[src/rtl/xor_shift_pkg.sv]
// Shared types for the XOR/conditional-shift datapath family.
package xor_shift_pkg;

    typedef enum logic [1:0] {
        MODE_PASS = 2'b00,
        MODE_CSHL = 2'b01,
        MODE_ROTL = 2'b10,
        MODE_ACC  = 2'b11
    } mode_t;

    // Width-independent part of the stage-1 record; the x/shamt fields are
    // sized by each instantiating module and wrap this control struct.
    typedef struct packed {
        logic  msb;
        mode_t mode;
    } s1_ctrl_t;

endpackage

[src/rtl/xor_shift_alu.sv]
// Stage-2 result mux: pass, conditional shift-left, rotate-left, XOR accumulate.
// Purely combinational, no latency, no flow control.
module xor_shift_alu
    import xor_shift_pkg::*;
#(
    parameter int WIDTH = 8,
    parameter int SH_W  = $clog2(WIDTH)
) (
    input  logic [WIDTH-1:0] x_i,
    input  logic             msb_i,
    input  mode_t            mode_i,
    input  logic [SH_W-1:0]  shamt_i,
    input  logic [WIDTH-1:0] acc_i,
    output logic [WIDTH-1:0] c_o,
    output logic [WIDTH-1:0] acc_new_o
);

    logic [2*WIDTH-1:0] dbl;
    logic [WIDTH-1:0]   acc_new;

    // Upper half of the doubled word shifted left is the left rotation.
    assign dbl       = {x_i, x_i} << shamt_i;
    assign acc_new   = acc_i ^ x_i;
    assign acc_new_o = acc_new;

    always_comb begin
        c_o = x_i;
        case (mode_i)
            MODE_PASS: c_o = x_i;
            MODE_CSHL: c_o = msb_i ? (x_i << shamt_i) : x_i;
            MODE_ROTL: c_o = dbl[2*WIDTH-1:WIDTH];
            MODE_ACC:  c_o = acc_new;
            default:   c_o = x_i;
        endcase
    end

endmodule

[src/rtl/xor_shift_pipe.sv]
// Two-stage stallable XOR/shift pipeline with running accumulator and op counter.
// Latency 2 cycles, 1 beat/cycle; in_ready falls only when both stages are full and stalled.
module xor_shift_pipe
    import xor_shift_pkg::*;
#(
    parameter int WIDTH = 8,
    parameter int CNT_W = 8,
    parameter int SH_W  = $clog2(WIDTH)
) (
    input  logic             clk,
    input  logic             rst_n,
    input  logic             in_valid,
    output logic             in_ready,
    input  logic [WIDTH-1:0] a,
    input  logic [WIDTH-1:0] b,
    input  logic [1:0]       mode,
    input  logic [SH_W-1:0]  shamt,
    input  logic             clear_acc,
    output logic             out_valid,
    input  logic             out_ready,
    output logic [WIDTH-1:0] c,
    output logic [WIDTH-1:0] acc,
    output logic [CNT_W-1:0] op_count
);

    typedef struct packed {
        logic [WIDTH-1:0] x;
        logic [SH_W-1:0]  shamt;
        s1_ctrl_t         ctrl;
    } s1_t;

    s1_t              s1_q, s1_d;
    logic             s1_vld_q, s1_vld_d;
    logic [WIDTH-1:0] c_q, c_d;
    logic             out_vld_q, out_vld_d;
    logic [WIDTH-1:0] acc_q, acc_d;
    logic [CNT_W-1:0] cnt_q, cnt_d;

    logic             s2_load;
    logic             s1_load;
    logic             accept;
    logic [WIDTH-1:0] acc_base;
    logic [WIDTH-1:0] alu_c;
    logic [WIDTH-1:0] alu_acc;

    assign s2_load  = s1_vld_q && (!out_vld_q || out_ready);
    assign s1_load  = !s1_vld_q || s2_load;
    assign accept   = in_valid && s1_load;
    // Clear takes effect before any ACC combine in the same cycle.
    assign acc_base = clear_acc ? '0 : acc_q;

    xor_shift_alu #(
        .WIDTH (WIDTH),
        .SH_W  (SH_W)
    ) u_alu (
        .x_i       (s1_q.x),
        .msb_i     (s1_q.ctrl.msb),
        .mode_i    (s1_q.ctrl.mode),
        .shamt_i   (s1_q.shamt),
        .acc_i     (acc_base),
        .c_o       (alu_c),
        .acc_new_o (alu_acc)
    );

    always_comb begin
        s1_d      = s1_q;
        s1_vld_d  = s1_vld_q;
        c_d       = c_q;
        out_vld_d = out_vld_q;
        acc_d     = acc_base;
        cnt_d     = cnt_q;

        if (s1_load) begin
            s1_vld_d = in_valid;
        end
        if (accept) begin
            s1_d.x         = a ^ b;
            s1_d.shamt     = shamt;
            s1_d.ctrl.msb  = a[WIDTH-1];
            s1_d.ctrl.mode = mode_t'(mode);
        end

        if (s2_load) begin
            c_d       = alu_c;
            out_vld_d = 1'b1;
            if (s1_q.ctrl.mode == MODE_ACC) begin
                acc_d = alu_acc;
            end
        end else if (out_ready) begin
            out_vld_d = 1'b0;
        end

        if (out_vld_q && out_ready && (cnt_q != {CNT_W{1'b1}})) begin
            cnt_d = cnt_q + 1'b1;
        end
    end

    always_ff @(posedge clk or negedge rst_n) begin
        if (!rst_n) begin
            s1_q      <= '0;
            s1_vld_q  <= 1'b0;
            c_q       <= '0;
            out_vld_q <= 1'b0;
            acc_q     <= '0;
            cnt_q     <= '0;
        end else begin
            s1_q      <= s1_d;
            s1_vld_q  <= s1_vld_d;
            c_q       <= c_d;
            out_vld_q <= out_vld_d;
            acc_q     <= acc_d;
            cnt_q     <= cnt_d;
        end
    end

    assign in_ready  = s1_load;
    assign out_valid = out_vld_q;
    assign c         = c_q;
    assign acc       = acc_q;
    assign op_count  = cnt_q;

endmodule

[config.mk]
export PLATFORM = sky130hd
export DESIGN_NAME = xor_shift_pipe
export DESIGN_NICKNAME = d
export VERILOG_FILES = /design/src/rtl/xor_shift_pkg.sv /design/src/rtl/xor_shift_alu.sv /design/src/rtl/xor_shift_pipe.sv
export SDC_FILE = /design/constraint.sdc
export NUM_CORES = 1
export LEC_CHECK = 0
export BUFFER_PORTS_ARGS = -buffer_cell sky130_fd_sc_hd__buf_4
export CORE_UTILIZATION = 50
export DETAILED_ROUTE_END_ITERATION = 7
export PLACE_DENSITY = 0.83
export SYNTH_ARGS = -nofsm -noshare
export SYNTH_HDL_FRONTEND = slang
export SYNTH_SLANG_ARGS = --single-unit
export TNS_END_PERCENT = 10
[constraint.sdc]
create_clock -name clk -period 1.5 [get_ports clk]
set_input_delay 0.075 -clock clk [delete_from_list [all_inputs] [get_ports clk]]
set_output_delay 0.075 -clock clk [all_outputs]
set_load 0.01 [all_outputs]
# --- After elaboration in Yosys (flattened, before gate mapping) ---
# Cells that the tools add are included.
classes:
  reduce_logical: 10
  addsub: 1
  muxes: 7
  bitwise_logic: 2
  n_eq_ne: 4
  shift: 2
ops:
  columns: ["op", "n"]
  rows:
  - ["$mux W8", 4]
  - ["$pmux W8 S4", 1]
  - ["$shl A16 B3 Y16", 1]
  - ["$xor A8 B8 Y8", 2]
  - ["$add A8 B1 Y8 const B", 1]
  - ["$ne A8 B8 Y1 const B", 1]
  - ["$shl A8 B3 Y8", 1]
  - ["$eq A2 B2 Y1 const B", 2]
  - ["$logic_and A1 B1 Y1", 4]
  - ["$eq A2 B1 Y1 const B", 1]
  - ["$logic_not A1 Y1", 2]
  - ["$logic_not A2 Y1", 1]
  - ["$logic_or A1 B1 Y1", 2]
  - ["$mux W1", 2]
  - ["$reduce_bool A2 Y1", 1]
word_totals:
  word_cells: 35
  output_inout_bits: 26
  ff_bits: 40

# --- Logic depth before layout (Yosys ltp) ---
# Gate-level depths: netlist of run 1.
logic_depth:
  ltp_word: 5
  mapped_depth: 7
  ltp_nobuf: 6

# --- By module ---
# A second synthesis of run 1 with hierarchy kept.
hier_totals:
  hier_cells: 248
  hier_area_um2: 2590.0
by_module_without_submodules:
  columns: ["module", "instances", "area_per_inst_um2", "cells_per_inst"]
  rows:
  - ["xor_shift_pipe", 1, 1685.4, 131]
  - ["xor_shift_alu", 1, 904.6, 117]

# --- Least setup slack after synthesis of run 1 ---
# OpenSTA, ideal clock, no wires.
synth_path:
  kind: "reg2reg"
  start: "reg cnt_q[0] (netlist: op_count[0])"
  end: "reg cnt_q[7] (netlist: op_count[7])"
  required_ns: 1.374
  t_arrival_ns: 1.478
  synth_period_minus_slack_ns: 1.604
  stages_incl_launch_ff: 7
  setup_slack_ns: -0.104
  path_cell_list: "dfrtp_1 > ha_1 > nand3_1 > o311a_1 > nand4_1 > nor2_1 > xor2_1"
synth_between:
  elab_chain_len: 2
  elab_cells_between_ends: 3
synth_rtl:
  columns: ["item", "line", "text"]
  rows:
  - ["from (decl)", "xor_shift_pipe.sv:37", "logic [CNT_W-1:0] cnt_q, cnt_d;"]
  - ["from (signal assigned)", "xor_shift_pipe.sv:112", "cnt_q <= cnt_d;"]
  - ["parallel branches: the longest is 2 deep, another holds $add A8 B1 Y8", null, null]
# Parallel ways; which one is timed is not known.
# A chain may end at the register's enable or synchronous reset.

# --- Final worst setup path of run 1 ---
layout_path:
  start: "reg s1_q[4] (netlist bit)"
  end: "reg c_q[4] (netlist: c[4])"
layout_between:
  elab_chain_len: 3
  elab_cells_between_ends: 4
layout_rtl:
  columns: ["item", "line", "text"]
  rows:
  - ["from (decl)", "xor_shift_pipe.sv:32", "s1_t s1_q, s1_d;"]
  - ["from (signal assigned)", "xor_shift_pipe.sv:100", "s1_q <= '0;"]
  - ["from (signal assigned)", "xor_shift_pipe.sv:107", "s1_q <= s1_d;"]
  - ["$shl A8 B3 Y8", "xor_shift_alu.sv:30", "MODE_CSHL: c_o = msb_i ? (x_i << shamt_i) : x_i;"]
  - ["$mux W8", "xor_shift_alu.sv:30", null]
  - ["$pmux W8 S4 (*)", "xor_shift_alu.sv:28", "case (mode_i)"]
  - ["to (signal assigned)", "xor_shift_pipe.sv:102", "c_q <= '0;"]
  - ["to (signal assigned)", "xor_shift_pipe.sv:109", "c_q <= c_d;"]
  - ["to (decl)", "xor_shift_pipe.sv:34", "logic [WIDTH-1:0] c_q, c_d;"]
# Mark *: on every way between the ends. The rest lies on a longest branch, timed or not.

==> results.md, run 1 <==
- Status: complete, but fails checks
- Failing checks: setup timing
- PwrDens: 1260 nW/µm²
- Initial antenna violation count: 0
- Via/cell ratio: 5.53
- Gr usage total: 0.288
- Worst-path clk slew: 0.08 ns
- Largest net degree at the start of global routing: 41
- Final cycle utilization of the critical path: 1.11
- Post-Synthesis Net Count: 301
- DR WL/cell: 16.1 µm
- Critical path data required time: 1.68 ns
- Critical path class: reg2reg
- Nets: 391
- Initial drt markers: 177
- Post-synthesis sequential area ratio: 0.394
- Critical Path Start Type: flip-flop
- Initial core utilization: 0.527
- Final slew viol count: 0
- Delay-heaviest family, CP: flip-flops
- Port Buffers: 51
- Total CTS buffers: 5
- Yosys top cell by area: dfrtp_1
- CP cell instances: mux2_4 -> a221oi_2 -> a211oi_1 -> or3_1
- Crit Reg-Reg Endpoint: c[4]
- PnR worst setup slack: -0.160 ns
- R2R Path Start: s1_q[4]
- Share of layout cells above drive strength 1: 0.389
- Final Hold Fails: 0
- Number of enable flip-flop cells after synthesis: 0
- Worst path slowest cell: dfrtp_2
- Share of the synthesized area in the top cell type: 0.394
- HP Class: in2reg
- CP Max Fanout: 5
- P_leak: 1.59 nW
- H-tree depth: 2
- DRC Markers: 0
- Post-Syn Instances: 274
- CTS tree: built
- Hold Path Depth: 2
- Die area: 5370 µm²
- Row count: 25
- Vias: 2,390
- Register-to-Register Path Depth: 4
- Routability congestion estimate: 0.900
- Longest Clk Path Bufs: 2
- Cell Area, Synth: 2540 µm²
- Slew @ Worst Pin: 0.511 ns
- CORE AREA: 4820 µm²
- Clock Latency Late Sink: 0.30 ns
- Worst stage delay on the critical path: 0.46 ns
- N_diodes: 0
- Relative slew slack: 0.659
- Endpoints failing setup: 7
- TritonRoute pass-1 iters: 4
- Hold_sp: shamt[2]
- Unrepaired setup endpoints after global routing: yes
- Period minus WS final: 1.66 ns
- Maximum VDD drop: 0.619 mV
- Commonest cells after routing, fill and taps aside: buf_4, dfrtp_1, nand2_1
- Max-cap viol count: 0
- IO Count: 52
- Setup bufs post-CTS: 0
- Vias in the first global route: 2,371
- YS warnings: 0
- Synth Flop Type: dfrtp_1
- Dpl hpwl: 5390 µm
- Async set-reset flop share out of synthesis: 1.00
- Synth-to-Final Area Change: 38.2%
- FF+latch count, synth: 40
- First-pass GRT wire length: 11,500 µm
- Commonest non-fill, non-tap cell in the layout: buf_4
- Post-route ant nets: 0
- Gr ovfl total: 0
- Die width: 73.3 µm
- Fmax achieved: 0.602 GHz
- Cell variety after synth: 52
- Worst Path Buf+Inv: 0
- Synth top area cells: dfrtp_1, xnor2_1, nand2_1
- R2R Setup Slk: -0.16 ns
- Tot Pwr: 4.42 mW
- Arr. time, crit path: 1.84 ns
- CP Capture Type: flip-flop
- Final wirelength: 6960 µm
- Clk_skew: 0.0112 ns
- Clock Tree Root: clkbuf_8
- Clock sinks: 40
- Die Y: 73.3 µm
- Syn avg cell area: 9.27 µm²
- Hold EP: s1_q[5]
- Fin Setup TNS: -0.349 ns
- Hold slack: 0.00162 ns
## cells in the mapped netlist (all sizes together), types with 2 or more instances
cell type	n
and3	2
a31oi	2
mux2	13
nor2b	10
inv	6
mux2i	12
a21o	2
a21oi	10
a22o	2
xor2	4
o221ai	3
nand4	4
buf	12
dfrtp	40
o211ai	3
nor2	18
a211oi	3
o21ai	14
nor3	3
nand2	40
xnor2	26
nand3b	2
o22a	2
clkbuf	7
a2111oi	2
nand3	8
nand2b	5
## routing by layer
layer,part of all wire,track usage,wire length (µm)
met5,0,0,0
met4,0.037,0.129,255
met3,0.048,0.0425,336
met2,0.49,0.477,3440
met1,0.42,0.372,2930
## cell type report
class	count	area, µm²
Inverter	6	22.5
Clock buffer	6	82.6
Fill cell	396	1310
Timing Repair Buffer	102	791
Multi-Input combinational cell	209	1510
Clock inverter	2	15.0
Tap cell	67	83.8
Sequential cell	40	1000
## report_power, final
group          internal (mW)  switching (mW)  total [mW]
combinational           1.11           0.979        2.09
clock                  0.372           0.401       0.773
sequential              1.32           0.235        1.56
## flip-flops by register name, summed over array words and instances, names as in the netlist
register	cells
c	8
out_valid	1
op_count	8
s1_vld_q	1
s1_q	14
acc	8
## per-stage QoR
stage | cell area, µm² | worst slack (ns) | std cells | util
after global routing | 3510 | -0.200 | 432 | 0.729
after floorplan | 2550 | -0.0869 | 274 | -
final | 3510 | -0.160 | 432 | 0.729
after CTS | 3440 | -0.133 | 432 | 0.713
after global placement | 3300 | -0.106 | 422 | 0.685
after detailed placement | 3300 | -0.181 | 422 | 0.685
## timing repair
item | 4_1_cts | 5_1_grt
pin swaps | 1 | 6
hold buffers | 2 | 0
endpoints found under the hold margin | 41 | 0
setup endpoints to repair | 13 | 17
resized for setup | 6 | 18
## worst max-delay path by stage
stage,start,to,slack (ns),cells after the start
floorplan,s1_q[4],c[4],-0.09,5
global placement,s1_q[4],c[2],-0.11,6
detailed placement,s1_q[4],c[4],-0.18,4
CTS,s1_q[4],c[4],-0.13,4
global route,s1_q[4],c[4],-0.20,4
finish,s1_q[4],c[4],-0.16,4
## kinds of logic (layout without fill, tap and decap cells)
kind of cell | after synthesis | count (layout) | share of synthesized area
xor+xnor | 30 | 30 | 0.103
simple gates | 98 | 98 | 0.185
mux | 26 | 26 | 0.117
flops | 40 | 40 | 0.394
compound gates | 54 | 54 | 0.147
fa+ha+maj | 1 | 1 | 0.00493
buf+inv | 25 | 116 | 0.0478
(Power assumes the default switching activity.)
==> run 2, diff against run 1 <==
- CORE_UTILIZATION: 50 -> 59
- PLACE_DENSITY: 0.83 -> 0.91
- clock period: 1.5 -> 2 ns (I/O delays scaled with it)
==> run 2 against run 1 <==
The run now ends clean; cell count fell by 11%; sequential cell count unchanged; critical path depth rose by 2; design area shrank 11%; register-to-register slack better by 0.35 ns; worst setup slack improved by 0.35 ns; combinational power fell by 42%; via count shrank 5.7%; first-iteration DRC count up 13%; highest routed layer unchanged.
==> results.md, run 2 (same netlist as run 1, synthesis figures left out) <==
- Endpoints failing setup: 0 (was 7)
- PwrDens: 956 nW/µm² (was 1260 nW/µm²)
- Initial drt markers: 200 (was 177)
- Longest Clk Path Bufs: 2 (unchanged)
- HP Class: in2reg (unchanged)
- Setup bufs post-CTS: 0 (unchanged)
- Max FFs per register: 14 (unchanged)
- Synth-to-Final Area Change: 23.6% (was 38.2%)
- Row count: 23 (was 25)
- P_leak: 1.42 nW (was 1.59 nW)
- Fin Setup TNS: 0 ns (was -0.349 ns)
- Final slew viol count: 0 (unchanged)
- Gr usage total: 0.314 (was 0.288)
- # placed instances: 374 (was 422)
- Critical path data required time: 2.22 ns (was 1.68 ns)
- IO Count: 52 (unchanged)
- Final cycle utilization of the critical path: 0.903 (was 1.11)
- DR WL/cell: 16.9 µm (was 16.1 µm)
- Critical Path Start Type: flip-flop (unchanged)
- Clock Latency Late Sink: 0.29 ns (was 0.30 ns)
- Period minus WS final: 1.81 ns (was 1.66 ns)
- Maximum VDD drop: 0.849 mV (was 0.619 mV)
- DRC Markers: 0 (unchanged)
- Fmax achieved: 0.554 GHz (was 0.602 GHz)
- Clock Tree Root: clkbuf_8 (unchanged)
- Gr ovfl total: 0 (unchanged)
- First-pass GRT wire length: 10,400 µm (was 11,500 µm)
- Routability congestion estimate: 0.983 (was 0.900)
- Slew @ Worst Pin: 0.512 ns (was 0.511 ns)
- Initial antenna violation count: 0 (unchanged)
- Die width: 67.6 µm (was 73.3 µm)
- Share of layout cells above drive strength 1: 0.284 (was 0.389)
- TritonRoute pass-1 iters: 4 (unchanged)
- Clk_skew: 0.00577 ns (was 0.0112 ns)
- Most flops, register: s1_q (unchanged)
- Status: completed (was complete, but fails checks)
- Die area: 4570 µm² (was 5370 µm²)
- Worst-path clk slew: 0.08 ns (about the same)
- Via/cell ratio: 5.87 (was 5.53)
- Total CTS buffers: 5 (unchanged)
- Nets: 360 (was 391)
- CORE AREA: 4060 µm² (was 4820 µm²)
- H-tree depth: 2 (unchanged)
- Critical path class: reg2reg (unchanged)
- R2R Setup Slk: 0.19 ns (was -0.16 ns)
- Commonest cells after routing, fill and taps aside: buf_4, nand2_1, dfrtp_1 (was buf_4, dfrtp_1, nand2_1)
- Relative slew slack: 0.658 (was 0.659)
- Initial core utilization: 0.626 (was 0.527)
- Commonest non-fill, non-tap cell in the layout: buf_4 (unchanged)
- CP Capture Type: flip-flop (unchanged)
- Post-route ant nets: 0 (unchanged)
- Largest net degree at the start of global routing: 41 (unchanged)
- Port Buffers: 51 (unchanged)
- Die Y: 67.6 µm (was 73.3 µm)
- Final wirelength: 6490 µm (was 6960 µm)
- Clock sinks: 40 (unchanged)
- Vias: 2,254 (was 2,390)
- Max-cap viol count: 0 (unchanged)
- Finished Core Util: 0.773 (was 0.729)
- Final Hold Fails: 0 (unchanged)
- CP Max Fanout: 7 (was 5)
- N_diodes: 0 (unchanged)
- Unrepaired setup endpoints after global routing: no (was yes)
- Vias in the first global route: 2,167 (was 2,371)
- Non-filler cells in the finished layout: 384 (was 432)
- Arr. time, crit path: 2.02 ns (was 1.84 ns)
- CTS tree: built (unchanged)
- Dpl hpwl: 4980 µm (was 5390 µm)
==> run 2: cell types whose count changed in the layout (fill, tap and decap cells not counted), sizes merged <==
cell and delta:
buf -31, clkbuf +1, clkinvlp -1
==> run 2: report_power, final <==
| part | switching, mW | internal (mW) | leakage (nW) |
|---|---|---|---|
| sequential | 0.216 | 0.990 | 0.490 |
| clock | 0.292 | 0.281 | 0.0445 |
| combinational | 0.593 | 0.627 | 0.884 |
| total | 1.10 | 1.90 | 1.42 |
==> run 2: timing repair <==
action / in CTS / in global routing
hold endpoints to repair: 40 / 1
gates resized for setup: 0 / 2
hold buffers: 1 / 1
endpoints found under the setup margin: 0 / 1
==> run 2: metrics by stage <==
| step | worst slack [ns] | hold slack (ns) | area, µm² | total power, mW |
|---|---|---|---|---|
| after global placement | 0.199 | 0.0984 | 3020 | 2.40 |
| after CTS | 0.134 | 0.000639 | 3120 | 3.00 |
| final | 0.194 | 0.0376 | 3140 | 3.00 |
| after global routing | 0.0439 | 0.0299 | 3140 | 3.18 |
| after floorplan | 0.396 | -0.196 | 2540 | 1.91 |
| after detailed placement | 0.152 | 0.107 | 3020 | 2.43 |
==> run 2: final timing paths <==
path                             start  cells past startpoint     endpoint
setup reg to reg           op_count[0]                      6  op_count[7]
hold / removal                shamt[0]                      2      s1_q[3]
min in group asynchronous        rst_n                      2       acc[2]
hold reg to reg                   c[1]                      2         c[1]
setup / recovery           op_count[0]                      6  op_count[7]
max in group asynchronous        rst_n                      2      s1_q[4]
==> run 2: critical path, stage by stage (launching register included) <==
cell and delay (ns):
dfrtp_1 0.42, ha_1 0.24, nand3_1 0.13, o311a_1 0.35
nand4_1 0.22, nor2_1 0.18, xor2_1 0.18
==> run 2: layer usage <==
layer	track usage	vias to the layer above	share of wire
met4	0.128	0	0.022
met5	0	-	0
met2	0.512	95	0.47
met3	0.0591	13	0.062
li1	-	1072	-
met1	0.404	1074	0.45
==> run 2: layout make-up <==
class	count	area, µm²
sequential	40	1000
tap	50	62.6
inverter	6	22.5
multi-input combinational	209	1420
clock buffer	7	86.3
clock inverter	1	7.51
timing repair buffer	71	538
fill	275	921
